**config.mk**
```make
export PLATFORM = sky130hd
export DESIGN_NAME = imem_loader_flat
export DESIGN_NICKNAME = d
export VERILOG_FILES = /design/src/rtl/risc_pkg.sv /design/src/rtl/imem_loader_if.sv /design/src/rtl/imem_word_assembler.sv /design/src/rtl/imem_loader.sv /design/src/flat_wrapper.sv
export SDC_FILE = /design/constraint.sdc
export NUM_CORES = 1
export LEC_CHECK = 0
export ABC_AREA = 1
export CORE_ASPECT_RATIO = 0.8
export CORE_UTILIZATION = 30
export CTS_BUF_LIST = sky130_fd_sc_hd__clkbuf_16
export DETAILED_ROUTE_END_ITERATION = 6
export DONT_BUFFER_PORTS = 1
export PLACE_DENSITY = 0.48
export SLEW_MARGIN = 20
export SYNTH_ARGS = -nofsm -noshare
export SYNTH_HDL_FRONTEND = slang
export SYNTH_HIERARCHICAL = 1
export SYNTH_SLANG_ARGS = --single-unit
```
**constraint.sdc**
```tcl
create_clock -name clk_i -period 1.8 [get_ports clk_i]
set_input_delay 0.09 -clock clk_i [delete_from_list [all_inputs] [get_ports clk_i]]
set_output_delay 0.09 -clock clk_i [all_outputs]
set_load 0.01 [all_outputs]
```
**src/rtl/risc_pkg.sv**
```systemverilog
// Shared constants and loader state encoding for the instruction-memory loader.
// IMEM_LOADER_CHECKSUM_EN adds the StCheck state.
package risc_pkg;

  localparam int unsigned XLEN           = 32;
  localparam int unsigned IMEM_DEPTH     = 256;
  localparam int unsigned BYTES_PER_WORD = 4;

`ifdef IMEM_LOADER_CHECKSUM_EN
  typedef enum logic [2:0] {
    StIdle,
    StRecv,
    StWrite,
    StCheck,
    StDone
  } loader_state_e;
`else
  typedef enum logic [2:0] {
    StIdle,
    StRecv,
    StWrite,
    StDone
  } loader_state_e;
`endif

endpackage

```
**src/rtl/imem_loader_if.sv**
```systemverilog
// Host byte stream, load control and instruction-memory write port of the loader.
// master drives start/len/bytes; slave is the loader itself.
interface imem_loader_if;
  import risc_pkg::*;

  logic            start;
  logic [XLEN-1:0] len;
  logic            byte_valid;
  logic [7:0]      byte_data;
  logic            byte_ready;
  logic            mem_we;
  logic [XLEN-1:0] mem_addr;
  logic [XLEN-1:0] mem_wdata;
  logic            busy;
  logic            cpu_hold;
  logic            done;
  logic            err;

  modport master (
    output start, len, byte_valid, byte_data,
    input  byte_ready, mem_we, mem_addr, mem_wdata, busy, cpu_hold, done, err
  );

  modport slave (
    input  start, len, byte_valid, byte_data,
    output byte_ready, mem_we, mem_addr, mem_wdata, busy, cpu_hold, done, err
  );

endinterface

```
**src/rtl/imem_word_assembler.sv**
```systemverilog
// Packs bytes little-endian into one instruction word; word_full_o flags the
// cycle in which the final lane is being filled.
module imem_word_assembler
  import risc_pkg::*;
(
  input  logic            clk_i,
  input  logic            rst_i,
  input  logic            clear_i,
  input  logic            push_i,
  input  logic [7:0]      byte_i,
  output logic [XLEN-1:0] word_o,
  output logic            word_full_o
);

  localparam int unsigned LaneW = $clog2(BYTES_PER_WORD);

  logic [LaneW-1:0] lane_q, lane_d;
  logic [XLEN-1:0]  word_q, word_d;

  always_comb begin
    lane_d = lane_q;
    word_d = word_q;
    if (clear_i) begin
      lane_d = '0;
    end else if (push_i) begin
      word_d[{lane_q, 3'b000} +: 8] = byte_i;
      lane_d = lane_q + 1'b1;
    end
  end

  always_ff @(posedge clk_i) begin
    if (rst_i) begin
      lane_q <= '0;
      word_q <= '0;
    end else begin
      lane_q <= lane_d;
      word_q <= word_d;
    end
  end

  assign word_o      = word_q;
  assign word_full_o = push_i && (lane_q == LaneW'(BYTES_PER_WORD - 1));

endmodule

```
**src/rtl/imem_loader.sv**
```systemverilog
// Loads a host byte stream into instruction memory, holding the core while busy.
// Define IMEM_LOADER_CHECKSUM_EN to require a trailing XOR checksum byte.
module imem_loader
  import risc_pkg::*;
(
  input  logic         clk_i,
  input  logic         rst_i,
  imem_loader_if.slave bus
);

  localparam int unsigned CntW = $clog2(IMEM_DEPTH);

  loader_state_e   state_q, state_d;
  logic [CntW-1:0] last_q, last_d;
  logic [CntW-1:0] word_cnt_q, word_cnt_d;
  logic            err_q, err_d;
  logic            asm_clear, asm_push, asm_full;
  logic [XLEN-1:0] asm_word;
`ifdef IMEM_LOADER_CHECKSUM_EN
  logic [7:0]      csum_q, csum_d;
`endif

  imem_word_assembler u_word_assembler (
    .clk_i       (clk_i),
    .rst_i       (rst_i),
    .clear_i     (asm_clear),
    .push_i      (asm_push),
    .byte_i      (bus.byte_data),
    .word_o      (asm_word),
    .word_full_o (asm_full)
  );

  always_comb begin
    state_d    = state_q;
    last_d     = last_q;
    word_cnt_d = word_cnt_q;
    err_d      = err_q;
    asm_clear  = 1'b0;
    asm_push   = 1'b0;
`ifdef IMEM_LOADER_CHECKSUM_EN
    csum_d     = csum_q;
`endif
    unique case (state_q)
      StIdle: begin
        if (bus.start) begin
          if (bus.len > XLEN'(IMEM_DEPTH)) begin
            err_d = 1'b1;
          end else if (bus.len != '0) begin
            // Store len-1 so the 256-word maximum fits the word counter width.
            last_d     = CntW'(bus.len - XLEN'(1));
            word_cnt_d = '0;
            err_d      = 1'b0;
            asm_clear  = 1'b1;
`ifdef IMEM_LOADER_CHECKSUM_EN
            csum_d     = '0;
`endif
            state_d    = StRecv;
          end
        end
      end
      StRecv: begin
        asm_push = bus.byte_valid;
`ifdef IMEM_LOADER_CHECKSUM_EN
        if (bus.byte_valid) csum_d = csum_q ^ bus.byte_data;
`endif
        if (asm_full) state_d = StWrite;
      end
      StWrite: begin
        if (word_cnt_q == last_q) begin
`ifdef IMEM_LOADER_CHECKSUM_EN
          state_d = StCheck;
`else
          state_d = StDone;
`endif
        end else begin
          word_cnt_d = word_cnt_q + 1'b1;
          asm_clear  = 1'b1;
          state_d    = StRecv;
        end
      end
`ifdef IMEM_LOADER_CHECKSUM_EN
      StCheck: begin
        if (bus.byte_valid) begin
          if (bus.byte_data != csum_q) err_d = 1'b1;
          state_d = StDone;
        end
      end
`endif
      StDone:  state_d = StIdle;
      default: state_d = StIdle;
    endcase
  end

  always_ff @(posedge clk_i) begin
    if (rst_i) begin
      state_q    <= StIdle;
      last_q     <= '0;
      word_cnt_q <= '0;
      err_q      <= 1'b0;
`ifdef IMEM_LOADER_CHECKSUM_EN
      csum_q     <= '0;
`endif
    end else begin
      state_q    <= state_d;
      last_q     <= last_d;
      word_cnt_q <= word_cnt_d;
      err_q      <= err_d;
`ifdef IMEM_LOADER_CHECKSUM_EN
      csum_q     <= csum_d;
`endif
    end
  end

  // All outputs decode from flops only; byte_valid never reaches byte_ready.
`ifdef IMEM_LOADER_CHECKSUM_EN
  assign bus.byte_ready = (state_q == StRecv) || (state_q == StCheck);
`else
  assign bus.byte_ready = (state_q == StRecv);
`endif
  assign bus.mem_we    = (state_q == StWrite);
  assign bus.mem_addr  = XLEN'(word_cnt_q);
  assign bus.mem_wdata = asm_word;
  assign bus.busy      = (state_q != StIdle);
  assign bus.cpu_hold  = (state_q != StIdle);
  assign bus.done      = (state_q == StDone);
  assign bus.err       = err_q;

endmodule
```
**src/flat_wrapper.sv**
```systemverilog
// flat-port wrapper written by rule: the top's interface ports become plain ports
module imem_loader_flat import risc_pkg::*;
  (clk_i, rst_i, bus_start, bus_len, bus_byte_valid, bus_byte_data, bus_byte_ready, bus_mem_we, bus_mem_addr, bus_mem_wdata, bus_busy, bus_cpu_hold, bus_done, bus_err);
  imem_loader_if bus_i ();
  input  logic clk_i;
  input  logic rst_i;
  input wire logic [$bits(bus_i.start)-1:0] bus_start;
  input wire logic [$bits(bus_i.len)-1:0] bus_len;
  input wire logic [$bits(bus_i.byte_valid)-1:0] bus_byte_valid;
  input wire logic [$bits(bus_i.byte_data)-1:0] bus_byte_data;
  output wire logic [$bits(bus_i.byte_ready)-1:0] bus_byte_ready;
  output wire logic [$bits(bus_i.mem_we)-1:0] bus_mem_we;
  output wire logic [$bits(bus_i.mem_addr)-1:0] bus_mem_addr;
  output wire logic [$bits(bus_i.mem_wdata)-1:0] bus_mem_wdata;
  output wire logic [$bits(bus_i.busy)-1:0] bus_busy;
  output wire logic [$bits(bus_i.cpu_hold)-1:0] bus_cpu_hold;
  output wire logic [$bits(bus_i.done)-1:0] bus_done;
  output wire logic [$bits(bus_i.err)-1:0] bus_err;
  assign bus_i.start = bus_start;
  assign bus_i.len = bus_len;
  assign bus_i.byte_valid = bus_byte_valid;
  assign bus_i.byte_data = bus_byte_data;
  assign bus_byte_ready = bus_i.byte_ready;
  assign bus_mem_we = bus_i.mem_we;
  assign bus_mem_addr = bus_i.mem_addr;
  assign bus_mem_wdata = bus_i.mem_wdata;
  assign bus_busy = bus_i.busy;
  assign bus_cpu_hold = bus_i.cpu_hold;
  assign bus_done = bus_i.done;
  assign bus_err = bus_i.err;
  imem_loader u_core (.clk_i(clk_i), .rst_i(rst_i), .bus(bus_i));
endmodule
```
; Yosys cells after proc, flatten, opt, wreduce, memory -nomap -nowiden
; Cells that the tools add are included.
[classes]
n_shift = 2
n_eq_ne = 10
mux = 20
bitwise = 2
order_cmp = 1
reduce_logical = 12
add_sub_neg = 4
[ops]
columns = op, count
row1 = 32-bit bitwise mux, 1
row2 = 32-bit by 9-bit greater-than comparator with 1-bit output (second input constant), 1
row3 = 8-bit two-way mux, 4
row4 = 32-bit nonzero test, 1
row5 = 8-bit by 7-bit variable shift with 32-bit output (first input constant), 1
row6 = 8-bit by 7-bit variable part select with 32-bit output, 1
row7 = 8-bit one-hot mux with 2 select lines, 1
row8 = 3-bit two-way mux, 4
row9 = 3-bit one-hot mux with 3 select lines, 1
row10 = 8-bit by 1-bit adder with 8-bit output (second input constant), 1
row11 = 8-bit equality test, 1
row12 = 4-bit AND reduction, 2
row13 = 8-bit by 1-bit subtractor with 8-bit output (second input constant), 1
row14 = 1-bit two-way mux, 7
row15 = 5-bit negation with 7-bit output, 1
row16 = 3-bit by 2-bit equality test with 1-bit output (second input constant), 2
row17 = 2-bit != test (second input constant), 3
row18 = 5-bit AND reduction, 1
row19 = 2-bit by 1-bit != test with 1-bit output (second input constant), 2
row20 = 2-bit nonzero test, 2
row21 = 3-bit by 1-bit equality test with 1-bit output (second input constant), 1
row22 = 3-bit zero test, 1
row23 = 3-bit AND reduction, 1
row24 = 3-bit nonzero test, 1
row25 = other kinds (8), 9
[word_totals]
output_inout_bits = 70
input_bits = 44
wordCells = 57
reg_bits = 54

; Longest topological paths before layout
; Gate-level depths: netlist of the first run.
[logic_depth]
depth_word = 7
ltp_mapped = 14
depth_no_buf = 14

; Modules after synthesis
; The synthesis of the first run kept the hierarchy.
[by_module_without_submodules]
columns = mod, cells_each, n_inst, area_each_um2, seq_area_each_um2
row1 = imem_loader, 255, 1, 1592.8, 380.4
row2 = imem_word_assembler, 192, 1, 1503.9, 680.7

; Worst setup path after synthesis of the first run
; OpenSTA, ideal clock, no wires.
[synth_timing]
path_type = reg2reg
from = register u_core.word_cnt_q[4]
to = register u_core.u_word_assembler.word_q[0] (netlist: u_core/u_word_assembler/word_o[0])
t_required_ns = 1.730
path_slack_ns = 0.076
synth_period_minus_slack_ns = 1.724
setup_time_ns = 0.070
stages_incl_launch_ff = 12
arrival_time_ns = 1.653
path_cell_list = dfxtp_1 > xnor2_1 > nand2_1 > nor2_1 > nand2_1 > nand2_4 > nand2_4 > inv_4 > nand3_4 > nor2_4 > nand2_1 > a21oi_1
[synth_between]
elab_chain_cells = 5
[synth_lines]
columns = item, line
row1 = from (decl), imem_loader.sv:15  ; logic [CntW-1:0] word_cnt_q, word_cnt_d;
row2 = from (signal assigned), imem_loader.sv:106  ; word_cnt_q <= word_cnt_d;
row3 = 8-bit equality test, imem_loader.sv:69  ; if (word_cnt_q == last_q) begin
row4 = 1-bit two-way mux, imem_loader.sv:69
row5 = 1-bit one-hot mux with 2 select lines, imem_loader.sv:43  ; unique case (state_q)
row6 = named net u_core.asm_clear, imem_loader.sv:17  ; logic asm_clear, asm_push, asm_full;
row7 = 1-bit inverter (no line), --
row8 = 2-bit AND reduction (no line), --
row9 = to (signal assigned), imem_word_assembler.sv:37  ; word_q <= word_d;
row10 = to (decl), imem_word_assembler.sv:18  ; logic [XLEN-1:0] word_q, word_d;
; The timed path passes the listed nets, and every way through them passes these cells.
; A chain may end at the register's enable or synchronous reset.

; Final worst setup path of the first run
[layout_timing]
from = register u_core.word_cnt_q[5]
to = register u_core.u_word_assembler.word_q[28] (netlist: u_core/u_word_assembler/word_o[28])
; Same word-level chain as after synthesis.

==> run metrics, run 1 <==
CTS Buf Count 5; Seq cells post-synth 53; fin area between 3000 and 4000 sq um; Overflow after GRT 0; Worst Hold Depth 2; CP max stage delay between 0.3 and 0.4 ns; final slew viol count 0; CTS root buf clkbuf_16; Clk Latency, worst-skew pair 0.29 ns; adder-cell share of the synthesized area 3.23%; largest family of logic cells by synthesized area simple AND/OR/NAND/NOR gates; FMAX 589 MHz; clk sink count 53; Ports 114; Final #Nets 523; Register-to-Register Path Depth 11; simple-gate area share of the yosys netlist a little over a third; die height 92.9 microns; DPL Wire Length 5770 microns; Setup TNS 0 ns; first-pass GRT wire length 12500 microns; Initial Util 31.4%; Worst-path clk slew approximately 0.070 ns; reg-to-reg startpoint u_core/word_cnt_q[5]$_SDFFE_PP0P_; Cells after DPL 590; vias in the first global route roughly 2600; Finished Layout Cells 608; PwrDens 668 nW/um^2; R2R Path End u_core/u_word_assembler/word_o[28]$_SDFFE_PP0P_; maximum clock insertion buffer count 2; P&R area growth vs syn 13.5%; status finished, final reports clean; Mapped Area roughly 3100 sq um; TritonCTS clock tree yes; RSZ-0062 raised after global routing yes; largest net degree at the start of global routing 43; CP top delay family simple AND/OR/NAND/NOR gates; most frequent cell on the critical path nand2_1; GRT Util Overall 14.7%; Max-cap violations 0; Hold Slack around 0.01 ns; layout cells sized above 1 between 10% and 20%; Hold WC Path Type in2reg; die width 116 microns; r2r setup slk between 0.1 and 0.15 ns; Antenna Cells 0; Synth Area in Compound Gates ~9.0%; cells along the critical path xnor2_1 > nand2_1 > nor2_1 > nand2_1 > nand2_4 > nand2_4 > inv_4 > nand3_4 > nor2_4 > nand2_1 > a21oi_1; CP Launch Type flop; minimum clock period 1.70 ns; # rows 32; DRT iter0 DRCs approximately 130; Ys Warns 6; First-pass DRT Iterations 5; Critical Path Sink Type flop; fin crit share 94.4%; count of cell types in the netlist 32; Slowest cell on crit path dfxtp_1; sequential fraction of the synthesis area between 30 and 40%; syn_area_per_cell 6.93 sq um; CP arrival 1.92 ns; routed vias/inst roughly 4.4; setup violators final 0; Synth Area in XOR/XNOR 3.96%; final hold vios 0; GPL Wtd Cong 0.806; Hold Startpoint bus_len[2]; # DRC 0; Cells after Synth 447; drt total wl 7520 microns; routed length per instance around 12 microns; H-tree Lvls 2; critical path type reg2reg; CP Buf/Inv Count 1; die area around 11000 sq um; clk_skew 0.0101 ns; Req. time, crit path 2.02 ns; Fill cells 1075; Max FO, Critical Path 8; initial antenna violation count 0; core area 9850 sq um; via count 2663; Cell Area, Placed around 3200 sq um; hold endpoint u_core/last_q[2]$_SDFFE_PP0P_; Post-DRT Antenna Nets 0; PortBufs 0; peak supply drop 0.373 mV; Leak 0.00143 uW; mux cell area share after synthesis 0%
## layer usage
metal / global-route usage, % / wire length [microns] / up-vias
li1: - / - / 1391
met1: 20.8 / 3740 / 1195
met2: 22.4 / 3180 / 75
met3: 4.06 / 560 / 2
met4: 1.95 / 30 / 0
met5: 0 / 0 / -
## per-stage QoR
stage | power (uW) | worst slack [ns] | util (%)
after floorplan | 1420 | 0.0762 | -
after global placement | 1400 | 0.118 | 33.0
after detailed placement | 1400 | 0.130 | 33.0
after CTS | 2370 | 0.100 | 35.4
after global routing | 2460 | -0.0594 | 35.7
final | 2350 | 0.102 | 35.7
## cell families (layout without fill, tap and decap cells)
logic type	after synthesis	after routing
AO/OA/AOI/OAI	53	53
XOR/XNOR	14	14
flip-flops	53	53
buffers and inverters	86	88
other	1	24
adder cells (fa/ha/maj)	8	8
AND/OR/NAND/NOR	232	232
## registers in the layout (all words and copies together) (netlist names)
signal,flops
u_core/bus.err,1
u_core/u_word_assembler/word_o,32
u_core/u_word_assembler/lane_q,2
u_core/last_q,8
u_core/word_cnt_q,8
u_core/state_q,2
## how the worst max path moves through the flow
stage	from	endpoint	slack [ns]	cells after the start
global placement	u_core/word_cnt_q[7]$_SDFFE_PP0P_	u_core/u_word_assembler/word_o[5]$_SDFFE_PP0P_	0.12	11
floorplan	u_core/word_cnt_q[4]$_SDFFE_PP0P_	u_core/u_word_assembler/word_o[0]$_SDFFE_PP0P_	0.08	11
CTS	u_core/word_cnt_q[5]$_SDFFE_PP0P_	u_core/u_word_assembler/word_o[5]$_SDFFE_PP0P_	0.10	11
global route	u_core/word_cnt_q[1]$_SDFFE_PP0P_	u_core/u_word_assembler/word_o[24]$_SDFFE_PP0P_	-0.06	11
detailed placement	u_core/word_cnt_q[7]$_SDFFE_PP0P_	u_core/u_word_assembler/word_o[5]$_SDFFE_PP0P_	0.13	11
finish	u_core/word_cnt_q[5]$_SDFFE_PP0P_	u_core/u_word_assembler/word_o[28]$_SDFFE_PP0P_	0.10	11
## power breakdown
part,internal [uW],switching (uW),total (uW),leakage (uW)
Combinational,69.5,149,219,0.000930
Clock,511,422,933,0.0000712
Sequential,1180,12.1,1190,0.000429
Total,1760,583,2350,0.00143
## cell usage in the layout, fill, tap and decap left out, types with 7 or more instances in the layout
cell type and instances:
nand3_1 20, nand2_1 118, nor2_1 57, a21oi_1 41
buf_4 20, xnor2_1 8, dlygate4sd3_1 8, conb_1 24
nor3_1 7, dfxtp_1 49, inv_1 44, ha_1 7
## layout make-up
cell class                 count  area [sq um]  share of cell area (%)
timing repair buffer          29           250                    7.12
inverter                      51           194                    5.52
sequential                    53          1070                    30.3
tap                          136           170                    4.84
clock inverter                 3          17.5                   0.499
multi-input combinational    331          1690                    48.1
clock buffer                   5           125                    3.56
## synthesized netlist by cell type
cell type / n / area [sq um]
a211oi_1: 2 / 15.0
a21oi_1: 43 / 215
a21oi_2: 2 / 17.5
and3_1: 1 / 6.26
buf_1: 1 / 3.75
buf_2: 2 / 10.0
buf_4: 25 / 188
buf_6: 3 / 33.8
clkbuf_1: 4 / 15.0
conb_1: 1 / 3.75
dfxtp_1: 53 / 1060
ha_1: 8 / 100
inv_1: 44 / 165
inv_2: 6 / 22.5
inv_4: 1 / 6.26
nand2_1: 118 / 443
nand2_2: 2 / 12.5
nand2_4: 2 / 22.5
nand3_1: 20 / 100
nand3_4: 5 / 87.6
nand4_1: 3 / 18.8
nor2_1: 58 / 218
nor2_2: 5 / 31.3
nor2_4: 4 / 45.0
nor2_8: 1 / 20.0
nor3_1: 7 / 35.0
nor3_2: 2 / 20.0
nor3b_1: 2 / 15.0
o21ai_0: 6 / 30.0
or2_1: 2 / 12.5
xnor2_1: 8 / 70.1
xor2_1: 6 / 52.6
## repair_timing
action	CTS	global route
hold buffers	9	0
gates resized for setup	0	8
setup buffers	0	1
setup endpoints to repair	0	26
endpoints found under the hold margin	42	0
(Power assumes the default switching activity.)
==> inputs of run 2 (changes only) <==
Settings changed: BUFFER_PORTS_ARGS set to -buffer_cell sky130_fd_sc_hd__buf_2, CORE_ASPECT_RATIO 0.8 to 1.25, CTS_BUF_LIST sky130_fd_sc_hd__clkbuf_16 to sky130_fd_sc_hd__clkbuf_4 sky130_fd_sc_hd__clkbuf_8 sky130_fd_sc_hd__clkbuf_16, DONT_BUFFER_PORTS 1 to not set, PLACE_DENSITY 0.48 to 0.57.
==> run metrics, run 2 (synthesis results as in run 1) <==
Req. time, crit path 2.02 ns; max reg flops 32; Overflow after GRT 0; core area 10100 sq um; CTS Buf Count 5; maximum clock insertion buffer count 2; Fill cells between 1000 and 1500; layout cells sized above 1 28.9%; cells along the critical path xnor2_2 > nand2_1 > nor2_2 > nand2_2 > nand2_4 > nand2_4 > inv_6 > nand3_4 > nor2_4 > nand2_1 > a21oi_1; Worst Hold Depth 3; critical path type reg2reg; CP Launch Type flop; clk_skew 0.00856 ns; Ports between 100 and 150; reg-to-reg startpoint u_core/word_cnt_q[4]$_SDFFE_PP0P_; first-pass GRT wire length about 12000 microns; die area 10700 sq um; Worst-path clk slew around 0.07 ns; CP arrival 1.90 ns; Clk Latency, worst-skew pair 0.29 ns; DRT iter0 DRCs around 140; First-pass DRT Iterations 4; # hold bufs at CTS 0; Setup TNS 0 ns; status finished, final reports clean; Critical Path Sink Type flop; # rows between 40 and 50; post-layout util between 30% and 40%; via count 2961; PwrDens about 660 nW/um^2; GRT Util Overall around 14%; H-tree Lvls 2; TritonCTS clock tree yes; Antenna Cells 0; peak supply drop 0.377 mV; Slowest cell on crit path dfxtp_2; Initial Util between 30% and 40%; fin area 3900 sq um; routed vias/inst about 4.4; final hold vios 0; commonest non-fill, non-tap cell in the layout nand2_1; CP max stage delay roughly 0.33 ns; most frequent cells in the layout nand2_1 (115), buf_2 (89), nor2_1 (55); setup violators final 0; final slew viol count 0; # DRC 0; clk sink count 53; hold endpoint u_core/u_word_assembler/word_o[1]$_SDFFE_PP0P_; GPL Wtd Cong 0.808; fin crit share 93.1%; initial antenna violation count 0; Post-DRT Antenna Nets 0; CTS root buf clkbuf_16; Final #Nets 601; P&R area growth vs syn 25.9%; Hold Startpoint bus_byte_data[1]; r2r setup slk approximately 0.12 ns; PortBufs 89; Register-to-Register Path Depth 11; largest net degree at the start of global routing 33; minimum clock period 1.68 ns; vias in the first global route approximately 2700; R2R Path End u_core/u_word_assembler/word_o[13]$_SDFFE_PP0P_; drt total wl 7630 microns; Cell Area, Placed approximately 3700 sq um; DPL Wire Length around 5900 microns; die height 116 microns; Leak 0.00181 uW; die width ~93 microns; FMAX 597 MHz; routed length per instance ~11 microns; Max FO, Critical Path 8; Hold WC Path Type in2reg; Max-cap violations 0
==> run 2: changes by cell type in the layout (fill, tap and decap cells not counted), moves of 2 or more <==
cell	change
nand2_1	-3
nor2_2	+2
buf_4	-3
nor2_1	-2
nand2_2	+3
dlygate4sd3_1	-8
buf_2	+89
==> run 2: per-layer routing <==
layer	track usage [%]	part of all wire [%]	vias to the layer above
met2	25.9	49	99
met4	4.10	1.4	0
li1	-	-	1545
met5	0	0	-
met1	17.2	43	1307
met3	2.23	6.2	10
==> run 2: final cells by class <==
| cell class | count | area, sq um | area share [%] |
|---|---|---|---|
| clock buffers | 6 | 139 | 3.56 |
| clock inverters | 2 | 37.5 | 0.963 |
| inverters | 51 | 196 | 5.04 |
| multi-input cells | 331 | 1710 | 43.9 |
| flip-flops and latches | 53 | 1070 | 27.4 |
| well taps | 129 | 161 | 4.14 |
| repair buffers | 107 | 584 | 15.0 |
==> run 2: what timing repair did <==
action / 4_1_cts / 5_1_grt
gates resized for setup: 0 / 17
endpoints found under the setup margin: 0 / 34
buffers inserted: 0 / 1
==> run 2: per-stage QoR <==
| step | power, uW | hold WS (ns) | worst slack (ns) | std cells |
|---|---|---|---|---|
| finish | 2580 | 0.0516 | 0.125 | 679 |
| global route | 2690 | 0.0567 | -0.00158 | 679 |
| CTS | 2600 | 0.0508 | 0.0101 | 678 |
| detailed placement | 1480 | 0.365 | 0.0291 | 670 |
| global placement | 1470 | 0.357 | 0.0648 | 670 |
| floorplan | 1420 | 0.233 | 0.0762 | 470 |
==> run 2: worst max path at each step <==
| stage | from | end | depth (start not counted) |
|---|---|---|---|
| 2_1_floorplan | u_core/word_cnt_q[4]$_SDFFE_PP0P_ | u_core/u_word_assembler/word_o[0]$_SDFFE_PP0P_ | 11 |
| 3_3_place_gp | u_core/word_cnt_q[0]$_SDFFE_PP0P_ | u_core/u_word_assembler/word_o[27]$_SDFFE_PP0P_ | 12 |
| 3_5_place_dp | u_core/last_q[4]$_SDFFE_PP0P_ | u_core/u_word_assembler/word_o[29]$_SDFFE_PP0P_ | 11 |
| 4_1_cts | u_core/last_q[4]$_SDFFE_PP0P_ | u_core/u_word_assembler/word_o[29]$_SDFFE_PP0P_ | 11 |
| 5_1_grt | u_core/word_cnt_q[7]$_SDFFE_PP0P_ | u_core/u_word_assembler/word_o[13]$_SDFFE_PP0P_ | 11 |
| 6_report | u_core/word_cnt_q[4]$_SDFFE_PP0P_ | u_core/u_word_assembler/word_o[13]$_SDFFE_PP0P_ | 11 |
==> run 2: critical path: cells and delay by family, from the launching register on <==
| family | cells | cell delay, ns |
|---|---|---|
| AO/OA/AOI/OAI | 1 | 0.13 |
| XOR/XNOR | 1 | 0.19 |
| buffers and inverters | 1 | 0.09 |
| flip-flops | 1 | 0.33 |
| AND/OR/NAND/NOR | 8 | 0.86 |
==> run 2: power breakdown <==
part           switching, uW  leakage (uW)  internal (uW)
logic                    170       0.00130           92.2
clock network            435     0.0000831            694
registers               8.39      0.000430           1180
==> inputs of run 3 (changes only) <==
Settings changed: BUFFER_PORTS_ARGS -buffer_cell sky130_fd_sc_hd__buf_2 to not set, CORE_UTILIZATION 30 to 35, CTS_BUF_LIST sky130_fd_sc_hd__clkbuf_4 sky130_fd_sc_hd__clkbuf_8 sky130_fd_sc_hd__clkbuf_16 to not set, DONT_BUFFER_PORTS set to 1, PLACE_DENSITY 0.57 to 0.53.
==> run metrics, run 3 (synthesis results as in run 1) <==
Cells after DPL 574; CP Buf/Inv Count 2; FMAX 596 MHz; Cell Area, Placed 3230 sq um; Hold WC Path Type in2reg; Placement Setup Slack 0.108 ns; status finished, final reports clean; total chip power 2100 uW; global route hottest layer met2; Critical Path Sink Type flop; vias in the first global route 2554; via count 2683; most frequent cell on the critical path nand2_4; core area slightly below 9000 sq um; clk sink count 53; Fill cells approximately 960; Max-cap violations 0; largest net degree at the start of global routing 43; P&R area growth vs syn 11.4%; Worst-path clk slew 0.10 ns; Finished Layout Cells 592; most frequent cells in the layout nand2_1 (117), nor2_1 (56), dfxtp_1 (49); critical path type reg2reg; cells along the critical path inv_1 > nand2_1 > nand3_1 > nor2_2 > nand2_2 > nand2_4 > nand2_4 > buf_4 > or2_1 > a211oi_1; Post-DRT Antenna Nets 0; final hold vios 0; routed length per instance 12.0 microns; Register-to-Register Path Depth 10; GPL Wtd Cong roughly 0.82; peak supply drop 0.275 mV; routed vias/inst 4.53; die width about 86 microns; die height 107 microns; Req. time, crit path roughly 2.0 ns; Initial Util between 30% and 40%; H-tree Lvls 2; die area 9230 sq um; Max FO, Critical Path 8; DRT iter0 DRCs 98; fin area ~3500 sq um; PwrDens roughly 610 nW/um^2; Antenna Cells 0; minimum clock period 1.68 ns; Ports 114; drt total wl 7110 microns; R2R Path End u_core/u_word_assembler/lane_q[1]$_SDFFE_PP0P_; CP arrival 1.90 ns; Clk Latency, worst-skew pair approximately 0.31 ns; commonest non-fill, non-tap cell in the layout nand2_1; TritonCTS clock tree yes; CP top delay family simple AND/OR/NAND/NOR gates; Worst Hold Depth 3; CTS root buf clkbuf_8; met3 GRT Util 3.39%; first-pass GRT wire length 11700 microns; First-pass DRT Iterations 4; # DRC 0; Hold Startpoint bus_len[7]; maximum clock insertion buffer count 2; hold endpoint u_core/last_q[7]$_SDFFE_PP0P_; Slowest cell on crit path dfxtp_2; CTS Buf Count 5; r2r setup slk 0.12 ns; CP max stage delay roughly 0.37 ns; Leak 0.00140 uW; met2 Usage GRT 29.4%; PortBufs 0; CP Launch Type flop; reg-to-reg startpoint u_core/word_cnt_q[6]$_SDFFE_PP0P_; fin crit share 93.3%; clk_skew 0.0136 ns; DPL Wire Length 5410 microns; layout cells sized above 1 14.2%; met1 usage between 15 and 20%; # rows 38; GRT Util Overall 15.9%; final slew viol count 0; initial antenna violation count 0; Overflow after GRT 0; Final #Nets 523; setup violators final 0; max reg flops 32; fin worst setup slack around 0.12 ns
[run 3: layout make-up]
cell class,count,area (sq um),share of cell area (%)
Sequential cell,53,1070,30.9
Tap cell,120,150,4.35
Multi-Input combinational cell,331,1690,49.0
Inverter,51,196,5.69
Timing Repair Buffer,29,253,7.32
Clock buffer,5,68.8,1.99
Clock inverter,3,25.0,0.725
[run 3: power breakdown]
part           total [uW]  internal (uW)  switching [uW]
Sequential           1190           1180            11.9
Clock                 689            281             407
Combinational         217           70.9             146
[run 3: worst max path at each step]
stage | startpoint | endpoint | slack, ns | cells past startpoint
6_report | u_core/word_cnt_q[6]$_SDFFE_PP0P_ | u_core/u_word_assembler/lane_q[1]$_SDFFE_PP0P_ | 0.12 | 10
5_1_grt | u_core/word_cnt_q[6]$_SDFFE_PP0P_ | u_core/u_word_assembler/word_o[8]$_SDFFE_PP0P_ | -0.006 | 12
4_1_cts | u_core/word_cnt_q[6]$_SDFFE_PP0P_ | u_core/u_word_assembler/word_o[3]$_SDFFE_PP0P_ | 0.06 | 12
3_5_place_dp | u_core/word_cnt_q[6]$_SDFFE_PP0P_ | u_core/u_word_assembler/word_o[4]$_SDFFE_PP0P_ | 0.11 | 12
3_3_place_gp | u_core/word_cnt_q[3]$_SDFFE_PP0P_ | u_core/u_word_assembler/word_o[2]$_SDFFE_PP0P_ | 0.13 | 11
2_1_floorplan | u_core/word_cnt_q[4]$_SDFFE_PP0P_ | u_core/u_word_assembler/word_o[0]$_SDFFE_PP0P_ | 0.08 | 11
[run 3: per-stage QoR]
step	setup TNS (ns)	hold WS (ns)	utilization [%]
final	0	0.0295	39.9
after global routing	-0.00577	0.0412	39.9
after CTS	0	0.0276	39.6
after detailed placement	0	0.165	37.3
after global placement	0	0.163	37.3
after floorplan	0	0.233	-
[run 3: layer usage]
metal / share of wire (%) / vias up
li1: - / 1391
met1: 42 / 1228
met2: 52 / 56
met3: 4.6 / 8
met4: 1.4 / 0
met5: 0 / -
[run 3: what timing repair did]
item                                    CTS  global route
buffers inserted                          0             0
gates resized for setup                   0            10
endpoints found under the hold margin    44             0
hold buffers                             10             0
endpoints found under the setup margin    0            33
[run 3: worst reg2reg max path, delay by kind of cell (launching register included)]
kind | cells | cell delay (ns)
flops | 1 | 0.37
buf+inv | 2 | 0.25
simple gates | 7 | 0.82
compound gates | 1 | 0.17
